==> src/rtl/grn_node_lut_if.sv <==
// Control/data bundle for one gene-regulatory-network node with two trajectories.
// The slave modport is the node; the master modport is the network or stimulus side.
interface grn_node_lut_if #(
  parameter int unsigned NUM_IN = 2,
  parameter int unsigned CNT_W  = 8
);
  logic              i_start;
  logic              i_reset_nos;
  logic              i_start_s0;
  logic              i_start_s1;
  logic              i_init_state;
  logic [NUM_IN-1:0] i_in_s0;
  logic [NUM_IN-1:0] i_in_s1;
  logic              o_s0;
  logic              o_s1;
  logic              o_node_s0;
  logic              o_node_s1;
  logic              o_diff;
  logic [CNT_W-1:0]  o_flip_cnt;

  modport slave (
    input  i_start, i_reset_nos, i_start_s0, i_start_s1, i_init_state, i_in_s0, i_in_s1,
    output o_s0, o_s1, o_node_s0, o_node_s1, o_diff, o_flip_cnt
  );

  modport master (
    output i_start, i_reset_nos, i_start_s0, i_start_s1, i_init_state, i_in_s0, i_in_s1,
    input  o_s0, o_s1, o_node_s0, o_node_s1, o_diff, o_flip_cnt
  );
endinterface

==> src/rtl/grn_node_lut.sv <==
// Boolean network node: LUT-driven next state for a delayed (s0) and an undelayed (s1)
// trajectory, with a saturating count of s0 value changes.
module grn_node_lut #(
  parameter int unsigned                 NUM_IN = 2,
  parameter logic [(1 << NUM_IN) - 1:0]  LUT    = 4'b0110,
  parameter int unsigned                 DELAY  = 2,
  parameter int unsigned                 CNT_W  = 8
) (
  input  logic              i_clk,
  input  logic              i_rst,
  grn_node_lut_if.slave     bus
);

  localparam int unsigned     PH_W    = $clog2(DELAY + 1);
  localparam logic [PH_W-1:0] PH_LAST = PH_W'(DELAY - 1);
  localparam logic [CNT_W-1:0] CNT_MAX = {CNT_W{1'b1}};

  logic              r_s0;
  logic              r_s1;
  logic [PH_W-1:0]   r_ph;
  logic [CNT_W-1:0]  r_flip_cnt;

  logic w_acc_s0;
  logic w_acc_s1;
  logic w_lut_s0;
  logic w_lut_s1;
  logic w_upd_s0;

  assign w_acc_s0 = bus.i_start & bus.i_start_s0;
  assign w_acc_s1 = bus.i_start & bus.i_start_s1;
  assign w_lut_s0 = LUT[bus.i_in_s0];
  assign w_lut_s1 = LUT[bus.i_in_s1];
  // s0 only takes a new value on the last phase of its delay window
  assign w_upd_s0 = w_acc_s0 && (r_ph == PH_LAST);

  always_ff @(posedge i_clk) begin
    if (i_rst) begin
      r_s0       <= 1'b0;
      r_s1       <= 1'b0;
      r_ph       <= '0;
      r_flip_cnt <= '0;
    end else if (bus.i_reset_nos) begin
      r_s0       <= bus.i_init_state;
      r_s1       <= bus.i_init_state;
      r_ph       <= PH_LAST;
      r_flip_cnt <= '0;
    end else begin
      if (w_acc_s0) begin
        if (w_upd_s0) begin
          r_s0 <= w_lut_s0;
          r_ph <= '0;
          if ((w_lut_s0 != r_s0) && (r_flip_cnt != CNT_MAX)) begin
            r_flip_cnt <= r_flip_cnt + CNT_W'(1);
          end
        end else begin
          r_ph <= r_ph + PH_W'(1);
        end
      end
      if (w_acc_s1) begin
        r_s1 <= w_lut_s1;
      end
    end
  end

  assign bus.o_s0       = r_s0;
  assign bus.o_s1       = r_s1;
  assign bus.o_node_s0  = r_s0;
  assign bus.o_node_s1  = r_s1;
  assign bus.o_diff     = r_s0 ^ r_s1;
  assign bus.o_flip_cnt = r_flip_cnt;

endmodule

==> src/flat_wrapper.sv <==
// flat-port wrapper written by rule: the top's interface ports become plain ports
module grn_node_lut_flat 
#(
  parameter int unsigned                 NUM_IN = 2,
  parameter logic [(1 << NUM_IN) - 1:0]  LUT    = 4'b0110,
  parameter int unsigned                 DELAY  = 2,
  parameter int unsigned                 CNT_W  = 8
)
  (i_clk, i_rst, bus_i_start, bus_i_reset_nos, bus_i_start_s0, bus_i_start_s1, bus_i_init_state, bus_i_in_s0, bus_i_in_s1, bus_o_s0, bus_o_s1, bus_o_node_s0, bus_o_node_s1, bus_o_diff, bus_o_flip_cnt);
  grn_node_lut_if #(.NUM_IN(NUM_IN), .CNT_W(CNT_W)) bus_i ();
  input  logic i_clk;
  input  logic i_rst;
  input wire logic [$bits(bus_i.i_start)-1:0] bus_i_start;
  input wire logic [$bits(bus_i.i_reset_nos)-1:0] bus_i_reset_nos;
  input wire logic [$bits(bus_i.i_start_s0)-1:0] bus_i_start_s0;
  input wire logic [$bits(bus_i.i_start_s1)-1:0] bus_i_start_s1;
  input wire logic [$bits(bus_i.i_init_state)-1:0] bus_i_init_state;
  input wire logic [$bits(bus_i.i_in_s0)-1:0] bus_i_in_s0;
  input wire logic [$bits(bus_i.i_in_s1)-1:0] bus_i_in_s1;
  output wire logic [$bits(bus_i.o_s0)-1:0] bus_o_s0;
  output wire logic [$bits(bus_i.o_s1)-1:0] bus_o_s1;
  output wire logic [$bits(bus_i.o_node_s0)-1:0] bus_o_node_s0;
  output wire logic [$bits(bus_i.o_node_s1)-1:0] bus_o_node_s1;
  output wire logic [$bits(bus_i.o_diff)-1:0] bus_o_diff;
  output wire logic [$bits(bus_i.o_flip_cnt)-1:0] bus_o_flip_cnt;
  assign bus_i.i_start = bus_i_start;
  assign bus_i.i_reset_nos = bus_i_reset_nos;
  assign bus_i.i_start_s0 = bus_i_start_s0;
  assign bus_i.i_start_s1 = bus_i_start_s1;
  assign bus_i.i_init_state = bus_i_init_state;
  assign bus_i.i_in_s0 = bus_i_in_s0;
  assign bus_i.i_in_s1 = bus_i_in_s1;
  assign bus_o_s0 = bus_i.o_s0;
  assign bus_o_s1 = bus_i.o_s1;
  assign bus_o_node_s0 = bus_i.o_node_s0;
  assign bus_o_node_s1 = bus_i.o_node_s1;
  assign bus_o_diff = bus_i.o_diff;
  assign bus_o_flip_cnt = bus_i.o_flip_cnt;
  grn_node_lut #(.NUM_IN(NUM_IN), .LUT(LUT), .DELAY(DELAY), .CNT_W(CNT_W)) u_core (.i_clk(i_clk), .i_rst(i_rst), .bus(bus_i));
endmodule
==> config.mk <==
export PLATFORM = sky130hd
export DESIGN_NAME = grn_node_lut_flat
export DESIGN_NICKNAME = d
export VERILOG_FILES = /design/src/rtl/grn_node_lut_if.sv /design/src/rtl/grn_node_lut.sv /design/src/flat_wrapper.sv
export SDC_FILE = /design/constraint.sdc
export NUM_CORES = 1
export LEC_CHECK = 0
export BUFFER_PORTS_ARGS = -buffer_cell sky130_fd_sc_hd__buf_2
export CAP_MARGIN = 30
export CORE_MARGIN = 3
export CORE_UTILIZATION = 33
export CTS_BUF_LIST = sky130_fd_sc_hd__clkbuf_8 sky130_fd_sc_hd__clkbuf_16
export DETAILED_ROUTE_END_ITERATION = 8
export GPL_ROUTABILITY_DRIVEN = 0
export HOLD_SLACK_MARGIN = 0.1
export PLACE_DENSITY = 0.56
export SETUP_SLACK_MARGIN = 0.3
export SLEW_MARGIN = 25
export SYNTH_ARGS = -nofsm -noshare
export SYNTH_HDL_FRONTEND = slang
export SYNTH_SLANG_ARGS = --single-unit
==> constraint.sdc <==
create_clock -name i_clk -period 3.4 [get_ports i_clk]
set_clock_uncertainty 0.2 [all_clocks]
set_input_delay 0.34 -clock i_clk [delete_from_list [all_inputs] [get_ports i_clk]]
set_output_delay 0.34 -clock i_clk [all_outputs]
set_load 0.1 [all_outputs]
==> results of run 1 <==
[layout by cell type (no fill, tap or decap)]
cell type	instances
dfxtp_1	12
buf_2	23
nand3_1	3
a311o_1	1
inv_1	2
xnor2_1	3
or2_2	1
and4_1	1
or3_2	2
xor3_1	1
o211ai_2	1
a21oi_1	9
mux2i_1	1
nand2_1	4
xor2_1	2
or3_1	2
a211o_1	1
nand4_1	1
o31ai_1	2
dlygate4sd3_1	1
nor2_1	5
o21ai_0	4
a311oi_1	1
ha_1	1
and4b_2	1
clkbuf_8	4
or4_1	2
[kinds of logic (layout without fill, tap and decap cells)]
logic type      count (synthesis)  count (layout)  synth area share [%]
compound gates                 19              19                  19.6
xor+xnor                        6               6                  11.0
fa+ha+maj                       1               1                  2.04
buf+inv                         6              30                  6.13
flops                          12              12                  39.3
mux                             1               1                  1.64
simple gates                   22              22                  20.2
[path summary, 6_finish.rpt]
check / start / end
setup / recovery: u_core.bus.o_node_s0$_SDFFE_PP0P_ / u_core.bus.o_flip_cnt[5]$_SDFFE_PP0P_
hold / removal: bus_i_start_s0 / u_core.r_ph[1]$_SDFFE_PP0P_
setup reg to reg: u_core.bus.o_node_s0$_SDFFE_PP0P_ / u_core.bus.o_flip_cnt[5]$_SDFFE_PP0P_
hold reg to reg: u_core.r_ph[1]$_SDFFE_PP0P_ / u_core.r_ph[1]$_SDFFE_PP0P_
[report_power, final]
group	internal, mW	switching [mW]
clock	0.102	0.0529
combinational	0.0187	0.0499
sequential	0.144	0.00281
total	0.265	0.106
[cells in the mapped netlist (all sizes together), types with 2 or more instances]
cell and instances:
inv 2, xnor2 3, a21oi 9, dfxtp 12, nor2 5, or4 2
o21ai 4, nand2 4, buf 3, nand3 3, o31ai 2, xor2 2
or3 4
[sequential cells by signal (all words and copies together), names as in the netlist]
| name | cells |
|---|---|
| u_core.bus.o_node_s0 | 1 |
| u_core.bus.o_node_s1 | 1 |
| u_core.bus.o_flip_cnt | 8 |
| u_core.r_ph | 2 |
[cell type report]
class                           instances  share of cell area [%]
Sequential cell                        12                    30.3
Tap cell                               24                    3.79
Timing Repair Buffer                   24                    15.8
Multi-Input combinational cell         49                    42.2
Inverter                                2                   0.948
Clock buffer                            4                    6.95
[routing by layer]
layer | up-vias | global-route usage [%] | share of wire [%]
li1 | 293 | - | -
met1 | 258 | 15.0 | 48
met2 | 17 | 15.6 | 42
met3 | 5 | 5.20 | 7.3
met4 | 0 | 10.4 | 3.1
met5 | - | 0 | 0
[metrics by stage]
step	util, %	setup slack (ns)
after floorplan	-	0.376
after global placement	44.6	1.49
after detailed placement	44.6	1.47
after CTS	48.6	1.45
after global routing	48.6	1.33
final	48.6	1.47
[repair_timing]
action / in CTS / in global routing
endpoints found under the hold margin: 3 / 0
setup endpoints to repair: 0 / 0
hold buffers: 1 / 0
==> flow_metrics.py, run 1 <==
metrics = {
    "synthesis": {
        "syn_inst": 67,
        "synth_cell_type_count": 27,
        "syn_area_per_cell_um2": 9.13,
        "synth-edff-count": 0,
        "syn_area_um2": 612,
        "ys.flop_type": "dfxtp_1",
        "ys_ff_latch": 12,
        "yosys-top-cells-area": "dfxtp_1 39%, a21oi_1 7.4%, xnor2_1 4.3%",
        "ys_warn_count": 0,
        "synth_top_cell_by_area": "dfxtp_1",
        "async_reset_ff_share_pct": 0,
        "synthesis.nets": 79,
        "ys_seq_area_share_pct": 39.3,
        "synth_top_area_share_pct": 39.3,
    },
    "setup_path": {
        "worst-path-buf-inv": 0,
        "critPathKind": "register to register",
        "reg2reg_setup_slack_ns": 1.47,
        "cp_cell_sequence": "xor3_1 -> o211ai_2 -> or4_1 -> a21oi_1",
        "cp_max_fo": 14,
        "cp_top_family": "simple AND/OR/NAND/NOR gates",
        "crit_cells": 4,
        "critPathArrivalTime_ns": 1.91,
        "cp_slowest_stage_delay_ns": 0.53,
        "cp-end-kind": "register",
        "rr_worst_depth": 4,
        "cp_slowest_cell": "or4_1",
        "worstPathRequired_ns": 3.37,
        "cp-start-kind": "register",
    },
    "cells_and_area": {
        "fin_cells": 115,
        "design_area_um2": 792,
        "multi_input_area_um2": 334,
        "antenna_cells": 0,
        "drive_above_1_share_pct": 35.2,
        "nets": 104,
        "fill_cells": 167,
        "area_delta_synth_final_pct": 29.4,
        "register_area_um2": 240,
    },
    "timing": {
        "maxSlewViolCount": 0,
        "whs_ns": 0.118,
        "rsz0062_at_grt": "no",
        "post-route-period-util_pct": 56.8,
        "finalSetupViolations": 0,
        "fmax_ghz": 0.517,
        "fin_tns_setup_ns": 0,
        "slew_headroom_pct": 65.1,
        "worst_slew_pin_slew_ns": 0.523,
        "hold_viol_final": 0,
        "period_minus_slack_ns": 1.93,
    },
    "global_route": {
        "grt_pass1_wl_um": 2150,
        "grt_usage_pct": 12.1,
        "grt_pass1_vias": 473,
        "antenna_found_initial": 0,
        "grt_overflow_total": 0,
        "grt_max_degree": 15,
    },
    "placed_design": {
        "dpl_cell_area_um2": 727,
        "portBuffers": 23,
        "hpwl_um": 956,
        "dp.cells": 110,
    },
    "clocking": {
        "htree_num_levels": 1,
        "tritoncts": "built",
        "post_cts_resized": 0,
        "cts_buffer_depth": 2,
        "cts_sinks": 12,
        "root_buffer": "clkbuf_8",
        "cts_buffers": 3,
        "worstSkewPairLatency_ns": 0.24,
        "post-cts-setup-buffers": 0,
        "clk_pin_slew_ns": 0.05,
    },
    "drt": {
        "drc": 0,
        "first_pass_iters": 4,
        "drt_wl_total_um": 1310,
        "ant_nets": 0,
        "via_count": 573,
        "drtIter0Drc": 12,
        "viasPerCell": 4.98,
        "post_drt_wl_per_cell_um": 11.4,
    },
    "min_path": {
        "whs_path_depth": 2,
        "min_path_type": "input pin to register",
    },
    "die": {
        "die_h_um": 49.1,
        "start_util_pct": 37.6,
        "num_rows": 14,
        "io_pins": 24,
        "dieArea_um2": 2410,
        "coreArea_um2": 1630,
        "die_w_um": 49.1,
    },
    "power_and_ir_drop": {
        "total_power_uw": 370,
        "power.leakage_nw": 0.340,
        "vdd_drop_max_mv": 0.271,
        "powerDensity_nw_per_um2": 467,
    },
    "status": {
        "outcome": "finished clean",
    },
    "flow_run": {
        "maxCapViolCount": 0,
    },
}
No activity file was read; power rests on OpenSTA's default activity.
==> run 2, diff against run 1 <==
--- a/config.mk
+++ b/config.mk
@@ -13,7 +13,7 @@
 export DETAILED_ROUTE_END_ITERATION = 8
 export GPL_ROUTABILITY_DRIVEN = 0
 export HOLD_SLACK_MARGIN = 0.1
-export PLACE_DENSITY = 0.56
+export PLACE_DENSITY = 0.58
 export SETUP_SLACK_MARGIN = 0.3
 export SLEW_MARGIN = 25
 export SYNTH_ARGS = -nofsm -noshare
==> constraint.sdc (replaced) <==
create_clock -name i_clk -period 1.6 [get_ports i_clk]
set_clock_uncertainty 0.2 [all_clocks]
set_input_delay 0.16 -clock i_clk [delete_from_list [all_inputs] [get_ports i_clk]]
set_output_delay 0.16 -clock i_clk [all_outputs]
set_load 0.1 [all_outputs]
==> flow_metrics.py, run 2 (synthesis results as in run 1) <==
metrics = {
    "cells_and_area": {
        "design_area_um2": 1220,
        "nets": 127,
        "largest_reg_flops": 8,
        "antenna_cells": 0,
        "post-route-util_pct": 75.1,
        "fill_cells": 116,
        "final_cell_mix": "18 x buf_4, 10 x buf_2, 9 x buf_6, 9 x dfxtp_4, 6 x buf_12",
        "drive_above_1_share_pct": 64.0,
        "fin_cells": 138,
        "area_delta_synth_final_pct": 100,
        "final_common_cell": "buf_4",
    },
    "drt": {
        "first_pass_iters": 4,
        "post_drt_wl_per_cell_um": 12.3,
        "ant_nets": 0,
        "via_count": 683,
        "highest_layer": "met3",
        "met2_length_um": 860,
        "drt_wl_total_um": 1690,
        "drtIter0Drc": 23,
        "m1WireLength_um": 772,
        "viasPerCell": 4.95,
        "met3_length_um": 59,
        "drc": 0,
    },
    "die": {
        "die_w_um": 49.1,
        "io_pins": 24,
        "coreArea_um2": 1630,
        "die_h_um": 49.1,
        "num_rows": 14,
        "dieArea_um2": 2410,
        "start_util_pct": 37.6,
    },
    "power_and_ir_drop": {
        "power_frac_comb_pct": 27.6,
        "switching_share_pct": 30.4,
        "seq_power_share_pct": 37.7,
        "p_int_uw": 555,
        "power.leakage_nw": 0.483,
        "clkPwrFrac_pct": 34.7,
        "total_power_uw": 798,
        "p_sw_uw": 242,
        "vdd_drop_max_mv": 0.554,
        "powerDensity_nw_per_um2": 652,
    },
    "flow_run": {
        "maxCapViolCount": 0,
    },
    "global_route": {
        "grt_pass1_wl_um": 2860,
        "grt_usage_pct": 15.0,
        "grt_pass1_vias": 641,
        "grt_max_degree": 10,
        "grt_overflow_total": 0,
        "antenna_found_initial": 0,
    },
    "timing": {
        "post-route-period-util_pct": 103,
        "fmax_ghz": 0.606,
        "worst_slew_pin_slew_ns": 0.255,
        "timing.final.ws_setup_ns": -0.0510,
        "finalSetupViolations": 3,
        "period_minus_slack_ns": 1.65,
        "hold_viol_final": 3,
        "whs_ns": -0.0964,
        "rsz0062_at_grt": "yes",
        "slew_headroom_pct": 82.9,
        "maxSlewViolCount": 0,
    },
    "clocking": {
        "cts_buffer_depth": 2,
        "htree_num_levels": 1,
        "root_buffer": "clkbuf_8",
        "cts_sinks": 12,
        "worstSkewPairLatency_ns": 0.24,
        "tritoncts": "built",
        "cts_hold_buf": 2,
        "clk_pin_slew_ns": 0.05,
        "cts_buffers": 3,
    },
    "placed_design": {
        "dpl_cell_area_um2": 930,
        "dp.cells": 125,
        "portBuffers": 23,
        "hpwl_um": 1090,
    },
    "min_path": {
        "whs_path_depth": 2,
        "hold_start": "i_rst",
        "min_to": "u_core.bus.o_node_s0$_SDFFE_PP0P_",
        "min_path_type": "input pin to register",
    },
    "setup_path": {
        "critPathKind": "register to register",
        "r2r-start": "u_core.r_ph[0]$_SDFFE_PP0P_",
        "cp_max_fo": 5,
        "worstPathRequired_ns": 1.57,
        "reg2reg_setup_slack_ns": -0.05,
        "r2r-end": "u_core.bus.o_flip_cnt[5]$_SDFFE_PP0P_",
        "cp-start-kind": "register",
        "rr_worst_depth": 4,
        "critPathArrivalTime_ns": 1.62,
        "cp-end-kind": "register",
    },
    "status": {
        "violations": "negative hold slack, negative setup slack",
        "outcome": "complete, but fails checks",
    },
}
==> run 2: worst max path at each step <==
stage	startpoint	to	slack (ns)	cells past startpoint
final	u_core.r_ph[0]$_SDFFE_PP0P_	u_core.bus.o_flip_cnt[5]$_SDFFE_PP0P_	-0.05	4
after detailed placement	bus_i_in_s0[0]	u_core.bus.o_flip_cnt[5]$_SDFFE_PP0P_	-0.12	5
after CTS	u_core.r_ph[1]$_SDFFE_PP0P_	u_core.bus.o_flip_cnt[5]$_SDFFE_PP0P_	-0.04	4
after global placement	bus_i_in_s0[0]	u_core.bus.o_flip_cnt[5]$_SDFFE_PP0P_	-0.08	5
after global routing	u_core.bus.o_flip_cnt[4]$_SDFFE_PP0P_	u_core.bus.o_flip_cnt[1]$_SDFFE_PP0P_	-0.13	6
after floorplan	u_core.bus.o_node_s0$_SDFFE_PP0P_	u_core.bus.o_flip_cnt[5]$_SDFFE_PP0P_	-0.14	4
==> run 2: power by group through the flow <==
stage / clock network, mW / registers (mW) / logic (mW)
after floorplan: 0 / 0.336 / 0.0956
after global placement: 0 / 0.305 / 0.179
after detailed placement: 0 / 0.306 / 0.181
after CTS: 0.287 / 0.300 / 0.215
after global routing: 0.308 / 0.301 / 0.231
final: 0.277 / 0.301 / 0.220
==> run 2: area by class of cell <==
cell class	instances	area, um^2	share of cell area, %
multi-input combinational	50	424	34.7
inverter	2	7.51	0.613
clock inverter	1	3.75	0.307
tap	24	30.0	2.45
timing repair buffer	46	442	36.1
clock buffer	3	41.3	3.37
sequential	12	275	22.5
==> run 2: what timing repair did <==
action / CTS / global route
endpoints found under the setup margin: 22 / 18
hold endpoints to repair: 4 / 3
pin swaps: 5 / 2
cloned: 1 / 0
resized for setup: 33 / 15
setup buffers: 3 / 3
==> run 2: metal layers <==
layer,up-vias,global-route usage [%]
met5,-,0
met4,0,6.64
met3,0,3.67
met2,15,22.5
met1,326,19.9
li1,342,-
==> run 2: critical path, cell delays in order (launching register included) <==
cell and delay [ns]:
dfxtp_1 0.34, and4b_2 0.31, o211ai_4 0.11, or4_1 0.50, a21oi_2 0.12
==> run 2: metrics by stage <==
step	TNS, ns	worst slack [ns]	hold slack, ns
2_1_floorplan	-0.852	-0.137	0.0194
3_5_place_dp	-0.618	-0.119	0.155
4_1_cts	-0.105	-0.0370	-0.102
3_3_place_gp	-0.420	-0.0826	0.153
5_1_grt	-0.592	-0.129	-0.0884
6_report	-0.0908	-0.0510	-0.0964
